## config.mk

```make
export PLATFORM = sky130hd
export DESIGN_NAME = nibble_accumulator
export DESIGN_NICKNAME = d
export VERILOG_FILES = /design/src/rtl/nibble_acc_pkg.sv /design/src/rtl/nibble_add_stage.sv /design/src/rtl/nibble_accumulator.sv
export SDC_FILE = /design/constraint.sdc
export NUM_CORES = 1
export LEC_CHECK = 0
export ABC_AREA = 1
export CAP_MARGIN = 20
export CELL_PAD_IN_SITES_DETAIL_PLACEMENT = 0
export CELL_PAD_IN_SITES_GLOBAL_PLACEMENT = 1
export CORE_UTILIZATION = 48
export DETAILED_ROUTE_END_ITERATION = 10
export DONT_BUFFER_PORTS = 1
export GPL_TIMING_DRIVEN = 0
export HOLD_SLACK_MARGIN = 0.12
export MAX_ROUTING_LAYER = met4
export PLACE_DENSITY_LB_ADDON = 0.1
export SLEW_MARGIN = 10
export SYNTH_ARGS = -nofsm -noshare
export SYNTH_HDL_FRONTEND = slang
export SYNTH_SLANG_ARGS = --single-unit
```

## constraint.sdc

```tcl
create_clock -name clk -period 3.7 [get_ports clk]
set_input_delay 0.37 -clock clk [delete_from_list [all_inputs] [get_ports clk]]
set_output_delay 0.37 -clock clk [all_outputs]
set_load 0.05 [all_outputs]
```

## src/rtl/nibble_acc_pkg.sv

```systemverilog
// Shared types and defaults for the nibble accumulator: FSM state encoding,
// default widths and the single-bit full-adder cell used by the add stage.
`timescale 1ns/1ps
package nibble_acc_pkg;

    localparam int WIDTH_DEF   = 4;
    localparam int COUNT_W_DEF = 4;

    typedef enum logic [1:0] {
        IDLE  = 2'd0,
        ACCUM = 2'd1,
        HOLD  = 2'd2
    } state_t;

    // Returns {carry, sum}.
    function automatic logic [1:0] full_adder(input logic a, input logic b, input logic cin);
        return {(a & b) | (a & cin) | (b & cin), a ^ b ^ cin};
    endfunction

endpackage

```

## src/rtl/nibble_add_stage.sv

```systemverilog
// Combinational WIDTH-bit ripple adder built from full-adder cells, carry-in tied to 0.
`timescale 1ns/1ps
module nibble_add_stage
    import nibble_acc_pkg::*;
#(
    parameter int WIDTH = WIDTH_DEF
) (
    input  logic [WIDTH-1:0] a,
    input  logic [WIDTH-1:0] b,
    output logic [WIDTH-1:0] sum,
    output logic             carry_out
);

    logic [WIDTH:0] carry;

    assign carry[0] = 1'b0;

    for (genvar i = 0; i < WIDTH; i++) begin : g_fa
        assign {carry[i+1], sum[i]} = full_adder(a[i], b[i], carry[i]);
    end

    assign carry_out = carry[WIDTH];

endmodule

```

## src/rtl/nibble_accumulator.sv

```systemverilog
// Framed streaming accumulator: sums operand beats through nibble_add_stage and
// presents one registered result per frame. Define ACC_SATURATE_EN to clamp at max instead of wrapping.
`timescale 1ns/1ps
module nibble_accumulator
    import nibble_acc_pkg::*;
#(
    parameter int WIDTH   = WIDTH_DEF,
    parameter int COUNT_W = COUNT_W_DEF
) (
    input  logic               clk,
    input  logic               rst_n,
    input  logic               in_valid,
    output logic               in_ready,
    input  logic [WIDTH-1:0]   in_data,
    input  logic               in_last,
    output logic               out_valid,
    input  logic               out_ready,
    output logic [WIDTH-1:0]   out_sum,
    output logic               out_ovf,
    output logic [COUNT_W-1:0] out_count
);

    // Handshakes: a beat moves on a cycle where valid and ready are both high at the rising edge.
    localparam logic [COUNT_W-1:0] COUNT_MAX = '1;

    state_t             state;
    state_t             state_nxt;
    logic [WIDTH-1:0]   acc;
    logic [WIDTH-1:0]   base;
    logic [WIDTH-1:0]   add_sum;
    logic [WIDTH-1:0]   acc_nxt;
    logic               carry;
    logic               ovf;
    logic               ovf_nxt;
    logic [COUNT_W-1:0] count;
    logic [COUNT_W-1:0] count_nxt;
    logic               accept;
    logic               handshake;

    assign accept    = in_valid & in_ready;
    assign handshake = out_valid & out_ready;
    assign base      = (state == IDLE) ? '0 : acc;

    nibble_add_stage #(.WIDTH(WIDTH)) u_add (
        .a         (base),
        .b         (in_data),
        .sum       (add_sum),
        .carry_out (carry)
    );

    always_comb begin
        acc_nxt = add_sum;
`ifdef ACC_SATURATE_EN
        // Once at max any nonzero operand carries out, so the clamp is self-sustaining.
        if (carry) acc_nxt = '1;
`else
        acc_nxt = add_sum;
`endif
        ovf_nxt   = ((state == IDLE) ? 1'b0 : ovf) | carry;
        count_nxt = (state == IDLE) ? COUNT_W'(1)
                  : ((count == COUNT_MAX) ? count : count + 1'b1);
    end

    always_ff @(posedge clk or negedge rst_n) begin
        if (!rst_n) state <= IDLE;
        else        state <= state_nxt;
    end

    always_comb begin
        state_nxt = state;
        case (state)
            IDLE, ACCUM: if (accept) state_nxt = in_last ? HOLD : ACCUM;
            HOLD:        if (out_ready) state_nxt = IDLE;
            default:     state_nxt = IDLE;
        endcase
    end

    // rst_n gating keeps the input closed while reset is asserted.
    always_comb begin
        in_ready  = rst_n & (state != HOLD);
        out_valid = (state == HOLD);
    end

    always_ff @(posedge clk or negedge rst_n) begin
        if (!rst_n) begin
            acc       <= '0;
            ovf       <= 1'b0;
            count     <= '0;
            out_sum   <= '0;
            out_ovf   <= 1'b0;
            out_count <= '0;
        end else if (accept) begin
            acc   <= acc_nxt;
            ovf   <= ovf_nxt;
            count <= count_nxt;
            if (in_last) begin
                out_sum   <= acc_nxt;
                out_ovf   <= ovf_nxt;
                out_count <= count_nxt;
            end
        end else if (handshake) begin
            acc       <= '0;
            ovf       <= 1'b0;
            count     <= '0;
            out_sum   <= '0;
            out_ovf   <= 1'b0;
            out_count <= '0;
        end
    end

endmodule
```

---- Word level (Yosys, flattened, before mapping) ----
Cells that the tools add are included.
word-level totals
  bits in registers ....................... 20
  input port bits ......................... 9
  word-level logic and storage cells ...... 66
cells by class
  add/sub/neg operators ................... 1
  equality and inequality tests ........... 7
  mux-type cells .......................... 19
  bitwise operators ....................... 27
  reduce and logical (&&, ||, !) cells .... 5
operators with widths
  operator                                                                  count
  4-bit 2-to-1 mux                                                          10
  1-bit bitwise AND                                                         13
  1-bit OR                                                                  7
  1-bit bitwise XOR                                                         7
  2-bit 2-to-1 mux                                                          3
  2-bit inequality test (second input constant)                             3
  1-bit 2-to-1 mux                                                          5
  4-bit by 1-bit adder with 4-bit output (second input constant)            1
  4-bit equality test (second input constant)                               1
  2-bit one-hot mux with 2 select lines                                     1
  2-bit AND reduction                                                       2
  2-bit by 1-bit equality test with 1-bit output (second input constant)    1
  2-bit equality test (second input constant)                               1
  2-bit logical NOT                                                         1
  2-bit by 1-bit inequality test with 1-bit output (second input constant)  1
  2-bit nonzero test                                                        1
  2-bit OR reduction                                                        1

---- Depth between registers and ports, before layout ----
Gate-level depths: netlist of run 1.
  word-level depth ........................ 15
  depth in mapped cells ................... 12

---- Hierarchy ----
A second synthesis of run 1 with hierarchy kept.
second synthesis, totals
  cells, all modules ...................... 129
  area, all modules ....................... 1072.3 µm²
modules (own cells, without submodules)
  module              times used  cells each  area an instance (µm²)  sequential area each (µm²)
  nibble_accumulator  1           120         980.9                   500.5
  nibble_add_stage    1           9           91.3                    0.0

---- Least setup slack after synthesis of run 1 ----
No wires, ideal clock.
  path type ............................... register to register
  from .................................... register state[0]
  to ...................................... register out_sum[3]
  setup time .............................. 0.119 ns
  data arrival time ....................... 2.127 ns
  data required time ...................... 3.581 ns
  slack ................................... 1.454 ns
  cell stages (with the launch flop) ...... 13
  path buffers ............................ 0
  cells stage by stage .................... dfrtp_1 -> nor2_2 -> nor2_1 -> ha_1 -> inv_1 -> fa_1 -> fa_1 -> inv_1 -> fa_1 -> inv_1 -> nor2_1 -> nand2_1 -> nand2_1
between the ends
  cells in the longest elaborated chain, start to end .. 12
  elaborated cells between the ends (all ways) .. 25
  classes of those cells .................. eq/ne: 3; mux: 3; bitwise: 16; reduce/logical: 3
ends and longest elaborated chain
  item                            line                      RTL
  from (decl)                     nibble_accumulator.sv:26  state_t state;
  from (signal assigned)          nibble_accumulator.sv:66  else state <= state_nxt;
  2-bit logical NOT               nibble_accumulator.sv:42  assign base = (state == IDLE) ? '0 : acc;
  4-bit 2-to-1 mux                nibble_accumulator.sv:42
  1-bit bitwise AND (2 in a row)  nibble_acc_pkg.sv:17      return {(a & b) | (a & cin) | (b & cin), a ^ b ^ cin};
  1-bit OR (2 in a row)           nibble_acc_pkg.sv:17
  1-bit bitwise AND               nibble_acc_pkg.sv:17
  1-bit OR (2 in a row)           nibble_acc_pkg.sv:17
  1-bit bitwise XOR               nibble_acc_pkg.sv:17
  4-bit 2-to-1 mux                nibble_accumulator.sv:96  if (in_last) begin
  4-bit 2-to-1 mux                nibble_accumulator.sv:92  end else if (accept) begin
  to (signal assigned)            nibble_accumulator.sv:97  out_sum <= acc_nxt;
  to (decl)                       nibble_accumulator.sv:18  output logic [WIDTH-1:0] out_sum,
Several ways; a longest one is shown, not always the timed one. The select of a mux whose other input is x is not followed.
A chain may end at the register's enable or synchronous reset.

---- Worst setup path after layout of run 1 ----
Same ends and word-level chain as after synthesis.

==> summary.txt, run 1 <==
Clocking
  – CTS Hold Bufs: 1
  – CTS-repair resized insts: 0
  – Worst skew pair latency: roughly 300 ps
  – Clock sink total: 20
  – Cts bufs inserted: 3
  – Clk slew on worst S/H paths: 120 ps
  – Postcts setup bufs: 0
  – Clock Tree Root: clkbuf_4
  – CTS tree: done
  – Clk buf depth: 2
  – H-tree depth: 1

Power
  – Pwr/cell area: between 600 and 700 mW/mm^2
  – Switching part of the total: 38.4%
  – Combinational power share: between 20% and 30%
  – NetSw: 0.000275 W
  – Static Leak: just over 0.6 nW
  – Clock group share of total power: between 20% and 30%
  – Worst VDD drop: 286 uV
  – Internal Power: roughly 0.00044 W
  – Flop pwr share: 49.7%

Finish
  – NumNets Final: 149
  – FILL cells: 205
  – Layout cells sized above 1: about an eighth
  – Post-route cell area: 0.00116 mm^2
  – P&R area growth vs syn: 9.04%
  – Antenna cells: 0

Routing
  – Max layer used: met4
  – Initial drt markers: 19
  – Wire length on met2: 1010 um
  – WL met3: around 110 um
  – Via count: 858
  – Total wire length: 2120 um
  – Drt drc: 0
  – DR WL/cell: approximately 13 um
  – Final ANT Viol Nets: 0
  – DR vias/cell: ~5.3
  – M1 wire length: 981 um
  – First-pass detailed-route iteration total: 4

STA
  – Setup violations, final: 0
  – Slew @ Worst Pin: 930 ps
  – Final worst path period share: 65.7%
  – RSZ-0062 raised after global routing: false
  – Post-layout min period: 2430 ps
  – Fmax: just over 400 MHz
  – Final Skew: 4.90 ps
  – Fin. Hold Viols: 0
  – Fin. max-slew vios: 0
  – Setup TNS: 0 ps
  – Slew HR: 37.8%

Logic synthesis
  – Count of yosys warnings during synthesis: 0
  – Mux share of post-synthesis cell area: 0%
  – Syn nets: 143
  – Post-Syn Instances: ~130
  – Synthesized cell area: 0.00107 mm^2
  – Distinct cells, synth: 20
  – Simple-Gate Fraction of Synth Area: 31.2%
  – Main combinational cell family by area after synthesis: simple AND/OR/NAND/NOR gates
  – Post-synth top area cell: dfrtp_1
  – Compound-Gate Fraction of Synth Area: 6.46%
  – Xor and xnor area share after synthesis: 0%
  – Avg Synthesized Cell Area: 8.26 um^2
  – Synth top area share: between 40% and 50%
  – Synth Register Bits: 20
  – Sequential area share after synthesis: 46.9%
  – Synth top area cells: dfrtp_1, nand2_1, fa_1
  – Post-synthesis adder-cell area fraction: ~8.0%

Floorplan
  – Cell Rows: 16
  – Die height: between 40 and 50 um
  – Ports: 20
  – Die Area: approximately 0.0024 mm^2
  – Die W: approximately 50 um
  – Core area: ~0.0020 mm^2
  – Starting density of the core: 52.7%

Job
  – Max-Cap Viols: 0

Worst setup path
  – Max Fanout on Critical Path: 5
  – WS Path Type: reg2reg
  – Critical Path Start Type: flop
  – WP data required: 3910 ps
  – Crit path DAT: approximately 2600 ps
  – Worst r2r path cells: 12
  – Crit. End Element: flop

Placement
  – RePlAce Congestion: 0.784
  – Hpwl dp: 1560 um
  – Placed cell areas: 0.00110 mm^2
  – I/O Buffers: 0

GRT
  – First-pass GRT wire length: 3680 um
  – Initial antenna violation count: 0
  – Gr ovfl total: 0
  – Largest net degree at the start of global routing: 21
  – GRT Total Usage: 20.7%
  – Number of global-route vias before repair: 879

Hold path
  – Hold Crit Class: in2reg
  – Worst Hold Depth: 2

Status
  – Status: complete, no violations
final timing paths:
kind                           start  slack (ps)            to
setup / recovery            state[0]        1270    out_sum[3]
hold / removal             out_ready         240      state[0]
setup reg to reg            state[0]        1270    out_sum[3]
hold reg to reg               acc[0]         540        acc[0]
max in group asynchronous      rst_n        2500      state[1]
min in group asynchronous      rst_n         640  out_count[2]
kinds of logic (layout without fill, tap and decap cells):
group                    after synthesis  in the layout
AND/OR/NAND/NOR                       72             72
adder cells (fa/ha/maj)                5              5
AO/OA/AOI/OAI                         13             13
buffers and inverters                 19             24
flip-flops                            20             20
metrics by stage:
stage               std cells  total power (W)  utilization [%]  hold slack, ps  setup WS, ps
floorplan                 129         0.000495                -            74.4          1450
global placement          156         0.000525             54.4            74.9          1320
detailed placement        156         0.000537             54.4            74.9          1270
CTS                       161         0.000725             57.5             233          1240
global route              161         0.000769             57.5             252          1130
finish                    161         0.000717             57.5             244          1270
placed cells by master (no fill, tap or decap):
cell type	Yosys	final
nor2_2	3	3
nand4_2	1	1
inv_1	16	16
o21ai_0	8	8
inv_2	2	2
dfrtp_1	20	20
buf_6	1	1
nand2_1	38	38
bufinv_16	0	1
fa_1	3	3
nand3_4	1	1
ha_1	2	2
a21oi_1	1	1
nor2_1	13	13
nand2_4	1	1
nand3_1	10	10
dlygate4sd3_1	0	1
o21ai_1	1	1
nand4_1	1	1
o22ai_1	3	3
nand2_2	2	2
or2_2	2	2
clkbuf_4	0	3
sequential cells by signal, indices dropped and copies added, names as in the netlist:
name,cells
count,4
out_sum,4
state,2
ovf,1
out_ovf,1
acc,4
out_count,4
power groups by stage:
stage | registers [W] | logic [W] | clock network (W)
after detailed placement | 0.000360 | 0.000177 | 0
after global placement | 0.000358 | 0.000167 | 0
after CTS | 0.000356 | 0.000183 | 0.000186
final | 0.000356 | 0.000181 | 0.000180
after global routing | 0.000362 | 0.000214 | 0.000193
after floorplan | 0.000353 | 0.000142 | 0
synthesized netlist by cell type (all sizes together):
library cell / number
a21oi: 1
or2: 2
nand4: 2
inv: 18
nand2: 41
nor2: 16
o21ai: 9
ha: 2
buf: 1
dfrtp: 20
fa: 3
nand3: 11
o22ai: 3
worst max-delay path, cell delays in order, from the launching register on:
cell and delay, ps:
dfrtp_1 440, nor2_2 110, nor2_1 100, ha_1 150
inv_1 50, fa_1 380, fa_1 370, inv_1 80
fa_1 400, inv_1 90, nor2_1 50, nand2_1 60
nand2_1 50
per-layer routing:
metal / up-vias / GRT usage, %
met3: 4 / 4.05
li1: 412 / -
met4: 0 / 5.88
met5: - / -
met2: 27 / 33.8
met1: 415 / 26.2
cell type report:
type / count / area, um^2 / share of cell area (%)
Sequential cell: 20 / 500 / 43.1
Multi-Input combinational cell: 90 / 487 / 41.9
Inverter: 18 / 67.6 / 5.81
Tap cell: 27 / 33.8 / 2.91
Clock inverter: 1 / 30.0 / 2.58
Clock buffer: 3 / 22.5 / 1.94
Buffer: 1 / 11.3 / 0.969
Timing Repair Buffer: 1 / 10.0 / 0.861
Power figures use the tool's default switching activity.
==> run 2: changes to the inputs <==
--- a/config.mk
+++ b/config.mk
@@ -9,7 +9,7 @@
 export CAP_MARGIN = 20
 export CELL_PAD_IN_SITES_DETAIL_PLACEMENT = 0
 export CELL_PAD_IN_SITES_GLOBAL_PLACEMENT = 1
-export CORE_UTILIZATION = 48
+export CORE_UTILIZATION = 40
 export DETAILED_ROUTE_END_ITERATION = 10
 export DONT_BUFFER_PORTS = 1
 export GPL_TIMING_DRIVEN = 0
==> constraint.sdc (replaced) <==
create_clock -name clk -period 2.1 [get_ports clk]
set_input_delay 0.21 -clock clk [delete_from_list [all_inputs] [get_ports clk]]
set_output_delay 0.21 -clock clk [all_outputs]
set_load 0.05 [all_outputs]
==> run 2 against run 1 <==
Net effect:
- the flow now finishes with violations (setup timing)
- clock skew down 4.1 ps
- sequential share of layout area down 2.7 points
- final area up 6.9%
- clock power up 78%
- routed wire length up 3.3%
- non-clock buffer count up 7
- fmax up 8.8%
- global-route usage down 2.4 points
- sequential power up 76%
- first-iteration DRC count up 21%
- utilization down 7.8 points
- critical endpoint unchanged
- largest power group unchanged
==> summary.txt, run 2 (synthesis results as in run 1) <==
STA
  – RSZ-0062 raised after global routing: true
  – Post-layout min period: 2230 ps (-196 ps)
  – Fmax: 448 MHz (+8.8%)
  – Slew HR: 36.6% (-1.2 points)
  – Final Skew: 0.835 ps (-4.06 ps)
  – Worst setup margin: -134 ps (-1400 ps)
  – Slew @ Worst Pin: 947 ps (+17.5 ps)
  – Fin. max-slew vios: 0 (unchanged)
  – Fin. Hold Viols: 0 (unchanged)
  – Setup violations, final: 2 (+2)
  – Final worst path period share: 106% (+41 points)

GRT
  – Number of global-route vias before repair: 793 (-9.8%)
  – Initial antenna violation count: 0 (unchanged)
  – Gr ovfl total: 0 (unchanged)
  – First-pass GRT wire length: 3620 um (-1.9%)
  – GRT Total Usage: 18.3% (-2.4 points)
  – Largest net degree at the start of global routing: 21 (unchanged)

Routing
  – Total wire length: 2190 um (+3.3%)
  – Drt drc: 0 (unchanged)
  – Initial drt markers: 23 (+4)
  – Final ANT Viol Nets: 0 (unchanged)
  – Via count: 831 (-3.1%)
  – First-pass detailed-route iteration total: 4 (unchanged)
  – DR vias/cell: 4.86 (-8.8%)
  – DR WL/cell: 12.8 um (-2.8%)

Worst setup path
  – Critical Path Start Type: flop
  – Worst path slowest cell: dfrtp_1
  – Crit path DAT: 2440 ps (-200 ps)
  – Crit. End Element: flop
  – WS Path Type: reg2reg
  – Max Fanout on Critical Path: 3 (-2)
  – CP Cell Sequence: nor2_4 > nor2_2 > ha_2 > inv_2 > fa_2 > fa_2 > inv_2 > fa_1 > inv_1 > nor2_1 > nand2_1 > nand2_1
  – WP data required: 2310 ps (-1600 ps)
  – Critical Path Max Stage Delay: 410 ps (-30 ps)

Clocking
  – Worst skew pair latency: 300 ps (about the same)
  – CTS tree: done
  – Clock Tree Root: clkbuf_4
  – Clock sink total: 20 (unchanged)
  – H-tree depth: 1 (unchanged)
  – Cts bufs inserted: 3 (unchanged)
  – Clk slew on worst S/H paths: 120 ps (about the same)
  – Clk buf depth: 2 (unchanged)

Finish
  – Finished Core Util: 49.7% (-7.8 points)
  – P&R area growth vs syn: 16.5%
  – NumNets Final: 156 (+4.7%)
  – Commonest non-fill, non-tap cell in the layout: nand2_1
  – Most frequent cells in the layout: nand2_1, dfrtp_1, inv_1
  – Antenna cells: 0 (unchanged)
  – Layout cells sized above 1: 22.7% (+10 points)

Status
  – Failing checks: setup timing
  – Status: finished with violations

Placement
  – RePlAce Congestion: 0.777 (-0.98%)
  – I/O Buffers: 0 (unchanged)
  – Hpwl dp: 1490 um (-4.0%)

Power
  – Worst VDD drop: 514 uV (+80%)
  – Design Power: 0.00131 W (+83%)
  – Pwr/cell area: 1060 mW/mm^2 (+72%)
  – Static Leak: 0.637 nW (+5.2%)

Hold path
  – Hold Crit Class: in2reg

Floorplan
  – Die W: 53.6 um (+9.2%)
  – Die Area: 0.00288 mm^2 (+19%)
  – Die height: 53.6 um (+9.2%)
  – Cell Rows: 18 (+2)
  – Starting density of the core: 42.6% (-10 points)
  – Core area: 0.00250 mm^2 (+24%)
  – Ports: 20 (unchanged)

Job
  – Max-Cap Viols: 0 (unchanged)
-- run 2: changes by cell type in the layout (fill, tap and decap cells not counted), moves of 2 or more --
| cell | previous run | this run |
|---|---|---|
| inv_2 | 2 | 4 |
| fa_2 | 0 | 2 |
| buf_4 | 0 | 6 |
| nor2_1 | 13 | 10 |
| inv_1 | 16 | 14 |
| nor2_2 | 3 | 5 |
| fa_1 | 3 | 1 |
-- run 2: cell type report --
cell class                 count  area, um^2
fill                         239        1260
multi-input combinational     90         507
sequential                    20         502
inverter                      18        67.6
timing repair buffer           8        65.1
tap                           30        37.5
clock inverter                 1        30.0
clock buffer                   3        22.5
buffer                         1        11.3
-- run 2: power breakdown --
part	leakage (nW)	total, W	internal (W)	switching (W)
sequential	0.263	0.000625	0.000471	0.000155
combinational	0.346	0.000368	0.000150	0.000218
clock	0.0279	0.000320	0.000193	0.000128
-- run 2: worst paths after layout --
path	startpoint	end	slack [ps]	depth (start not counted)
max in group asynchronous	rst_n	state[0]	980	1
hold / removal	in_last	state[1]	140	2
hold reg to reg	acc[1]	acc[1]	540	2
min in group asynchronous	rst_n	out_count[0]	490	1
setup reg to reg	state[1]	out_sum[3]	-130	12
setup / recovery	state[1]	out_sum[3]	-130	12
-- run 2: routing by layer --
layer  vias to the layer above  share of wire [%]  track usage [%]
li1                        428                  -                -
met1                       381                 53             25.3
met2                        22                 43             28.1
met3                         0                3.9             2.82
met4                         0                  0             3.95
met5                         -                  0                -
-- run 2: metrics by stage --
stage	hold slack (ps)	setup TNS [ps]	cells	worst slack, ps	instance area [um^2]
after floorplan	-85.6	-141	129	-98.1	1080
after global placement	-85.1	-412	159	-224	1120
after detailed placement	-85.1	-431	159	-233	1120
after CTS	135	-234	170	-151	1230
after global routing	154	-408	171	-229	1240
final	137	-205	171	-134	1240
-- run 2: critical path: cells and delay by family (launching register included) --
family	cells	cell delay, ps
adders and majority gates	4	1240
buffers and inverters	3	190
DFF	1	410
and+or+nand+nor	5	300
-- run 2: what timing repair did --
action                                  in CTS  in global routing
endpoints found under the setup margin       3                  4
setup buffers                                5                  1
pin swaps                                    0                  2
resized for setup                            2                  3
cloned                                       0                  0
hold buffers                                 2                  0
endpoints found under the hold margin       22                  0
==> run 3: changes to the inputs <==
--- a/config.mk
+++ b/config.mk
@@ -5,15 +5,14 @@
 export SDC_FILE = /design/constraint.sdc
 export NUM_CORES = 1
 export LEC_CHECK = 0
-export ABC_AREA = 1
 export CAP_MARGIN = 20
 export CELL_PAD_IN_SITES_DETAIL_PLACEMENT = 0
 export CELL_PAD_IN_SITES_GLOBAL_PLACEMENT = 1
-export CORE_UTILIZATION = 40
+export CORE_UTILIZATION = 42
 export DETAILED_ROUTE_END_ITERATION = 10
 export DONT_BUFFER_PORTS = 1
 export GPL_TIMING_DRIVEN = 0
-export HOLD_SLACK_MARGIN = 0.12
+export HOLD_SLACK_MARGIN = 0.06
 export MAX_ROUTING_LAYER = met4
 export PLACE_DENSITY_LB_ADDON = 0.1
 export SLEW_MARGIN = 10
==> run 3 against run 2 <==
Net effect:
- largest cell class is now sequential cells
- sequential power down 4.0%
- largest power group unchanged
- via count down 7.7%
- the run still ends with setup timing left
- non-clock buffer count unchanged
- total power down 18%
- hold slack better by 11 ps
==> summary.txt, run 3 <==
Floorplan
  – Core area: 0.00228 mm^2 (-9.0%)
  – Die Area: 0.00267 mm^2 (-7.2%)
  – Ports: 20 (unchanged)
  – Die height: 51.7 um (-3.7%)
  – Starting density of the core: 45.5% (+2.9 points)
  – Die W: 51.7 um (-3.7%)
  – Cell Rows: 17 (-1)

Logic synthesis
  – Post-synth EDFFs: 0 (unchanged)
  – Synthesized cell area: 0.00104 mm^2 (-2.8%)
  – Sequential area share after synthesis: 48.3% (+1.4 points)
  – Synth cell count leaders: dfrtp_1, nand2_1, inv_1
  – Main flop type after synthesis: dfrtp_1
  – Synth top area cells: dfrtp_1, nand2_1, fa_1
  – Count of yosys warnings during synthesis: 0 (unchanged)
  – Synth async-reset ratio: 100% (unchanged)
  – Post-Syn Instances: 105 (-19%)
  – Synth top area share: 48.3% (+1.4 points)
  – Top-count cell post-synth: dfrtp_1
  – Avg Synthesized Cell Area: 9.87 um^2 (+19%)
  – Distinct cells, synth: 30 (+50%)
  – Syn nets: 119 (-17%)
  – Synth Register Bits: 20 (unchanged)
  – Post-synth top area cell: dfrtp_1

STA
  – RSZ-0062 raised after global routing: true
  – Setup violations, final: 2 (unchanged)
  – Fin. Hold Viols: 0 (unchanged)
  – Fmax: 467 MHz (+4.3%)
  – Post-layout min period: 2140 ps (-92.6 ps)
  – Final worst path period share: 102% (-4.4 points)
  – Final Skew: 5.85 ps (+5.01 ps)
  – Fin. max-slew vios: 0 (unchanged)
  – Worst setup margin: -41.1 ps (+92.6 ps)
  – Setup TNS: -76.5 ps (+128 ps)
  – Slew HR: 38.6% (+2.0 points)
  – Slew @ Worst Pin: 918 ps (-29.5 ps)

Placement
  – I/O Buffers: 0 (unchanged)
  – RePlAce Congestion: 0.803 (+3.3%)
  – Hpwl dp: 1440 um (-3.4%)
  – Pre-CTS WS: -212 ps (+21.2 ps)

Routing
  – Drt drc: 0 (unchanged)
  – Via count: 767 (-7.7%)
  – First-pass detailed-route iteration total: 4 (unchanged)
  – DR vias/cell: 5.36 (+10%)
  – Final ANT Viol Nets: 0 (unchanged)
  – Initial drt markers: 13 (-43%)
  – Wire length on met2: 894 um (-4.6%)
  – Max layer used: met4
  – Total wire length: 2040 um (-6.9%)
  – DR WL/cell: 14.3 um (+11%)
  – M1 wire length: 1020 um (-12%)
  – WL met3: 107 um (+26%)

Finish
  – Finished Core Util: 51.6% (+1.9 points)
  – Antenna cells: 0 (unchanged)
  – P&R area growth vs syn: 13.4%
  – Commonest non-fill, non-tap cell in the layout: dfrtp_1
  – Seq. cell area: 502 um^2 (unchanged)
  – Layout cells sized above 1: 15.7% (-7.0 points)
  – FILL cells: 213 (-11%)
  – Area of the multi-input gates: 499 um^2 (-1.5%)
  – Most frequent cells in the layout: dfrtp_1, nand2_1, inv_1, o21ai_0
  – NumNets Final: 131 (-16%)

Worst setup path
  – Max Fanout on Critical Path: 3 (unchanged)
  – Worst R2R Setup Slack: -40 ps (+90 ps)
  – Critical path origin: state[0]
  – Crit path DAT: 2330 ps (-110 ps)
  – WP data required: 2290 ps (-20 ps)
  – Critical Path Max Stage Delay: 420 ps (about the same)
  – Critical Path Start Type: flop
  – FF-to-FF Start: state[0]
  – FF-to-FF End: out_sum[3]
  – Worst path slowest cell: dfrtp_1
  – Crit. End Element: flop
  – WS Path Type: reg2reg
  – Worst r2r path cells: 10 (-2)
  – CP Cell Sequence: nor2_4 > nor2_2 > ha_2 > inv_2 > fa_2 > fa_2 > inv_2 > fa_1 > nand2_1 > o21ai_1

GRT
  – GRT Total Usage: 19.2% (+0.88 points)
  – Number of global-route vias before repair: 772 (-2.6%)
  – First-pass GRT wire length: 3620 um (+0.19%)
  – Gr ovfl total: 0 (unchanged)
  – Largest net degree at the start of global routing: 21 (unchanged)
  – Initial antenna violation count: 0 (unchanged)

Status
  – Status: finished with violations
  – Failing checks: setup timing

Clocking
  – Clk buf depth: 2 (unchanged)
  – Clock sink total: 20 (unchanged)
  – Clock Tree Root: clkbuf_4
  – H-tree depth: 1 (unchanged)
  – CTS tree: done
  – Clk slew on worst S/H paths: 110 ps (about the same)
  – Cts bufs inserted: 3 (unchanged)
  – Worst skew pair latency: 290 ps (about the same)

Power
  – Pwr/cell area: 917 mW/mm^2 (-13%)
  – Worst VDD drop: 637 uV (+24%)
  – Flop pwr share: 55.7% (+8.1 points)
  – NetSw: 0.000423 W (-16%)
  – Switching part of the total: 39.3% (+1.2 points)
  – Static Leak: 0.552 nW (-13%)
  – Combinational power share: 27.9% (about the same)
  – Internal Power: 0.000654 W (-20%)
  – Clock group share of total power: 16.4% (-8.0 points)

Hold path
  – Worst Hold Depth: 2 (unchanged)
  – Hold_sp: in_valid
  – Hold EP: out_count[1]
  – Hold Crit Class: in2reg

Job
  – Max-Cap Viols: 0 (unchanged)
## run 3: what timing repair did
action | in CTS | in global routing
gates resized for setup | 4 | 1
cloned | 0 | 0
buffers inserted | 3 | 0
hold buffers | 4 | 0
hold endpoints to repair | 22 | 0
endpoints found under the setup margin | 3 | 3
pin swaps | 1 | 0
## run 3: cell type report
cell class,count,share of cell area [%]
plain buffers,2,1.38
multi-input cells,73,42.5
clock buffers,3,1.92
well taps,28,2.98
flip-flops and latches,20,42.7
repair buffers,7,5.32
inverters,10,3.19
## run 3: how the worst max path moves through the flow
stage | depth (start not counted) | endpoint | slack [ps]
floorplan | 10 | acc[3] | -60
global placement | 10 | acc[3] | -200
detailed placement | 10 | acc[3] | -210
CTS | 10 | out_sum[3] | -70
global route | 10 | out_sum[3] | -130
finish | 10 | out_sum[3] | -40
## run 3: layer usage
layer  up-vias  global-route usage, %
li1        385                      -
met1       359                   25.5
met2        21                   29.0
met3         2                   6.14
met4         0                   3.60
met5         -                      -
## run 3: power groups by stage
stage,clock network (W),logic [W],registers (W)
after detailed placement,0,0.000260,0.000612
after global placement,0,0.000254,0.000610
after CTS,0.000184,0.000300,0.000601
after floorplan,0,0.000211,0.000600
after global routing,0.000206,0.000347,0.000612
final,0.000176,0.000301,0.000600
## run 3: cells by family (layout without fill, tap and decap cells)
family          Yosys count  in the layout  synth area share [%]
simple gates             37             37                  16.9
compound gates           28             28                  18.5
fa+ha+maj                 5              5                  8.21
mux                       2              2                  2.05
flops                    20             20                  48.3
xor+xnor                  1              1                 0.846
buf+inv                  12             22                  5.19
## run 3: worst max-delay path: cells and delay by family (launching register included)
kind / cells / cell delay (ps)
AO/OA/AOI/OAI: 1 / 70
adder cells (fa/ha/maj): 4 / 1240
buffers and inverters: 2 / 90
flip-flops: 1 / 420
AND/OR/NAND/NOR: 3 / 210
## run 3: per-stage QoR
stage               power [W]  area [um^2]  instances  hold WS (ps)
finish                0.00108         1170        143           148
global route          0.00117         1170        143           155
CTS                   0.00109         1170        143           140
detailed placement   0.000872         1080        133         -85.1
global placement     0.000865         1080        133         -85.1
floorplan            0.000811         1050        105         -85.6
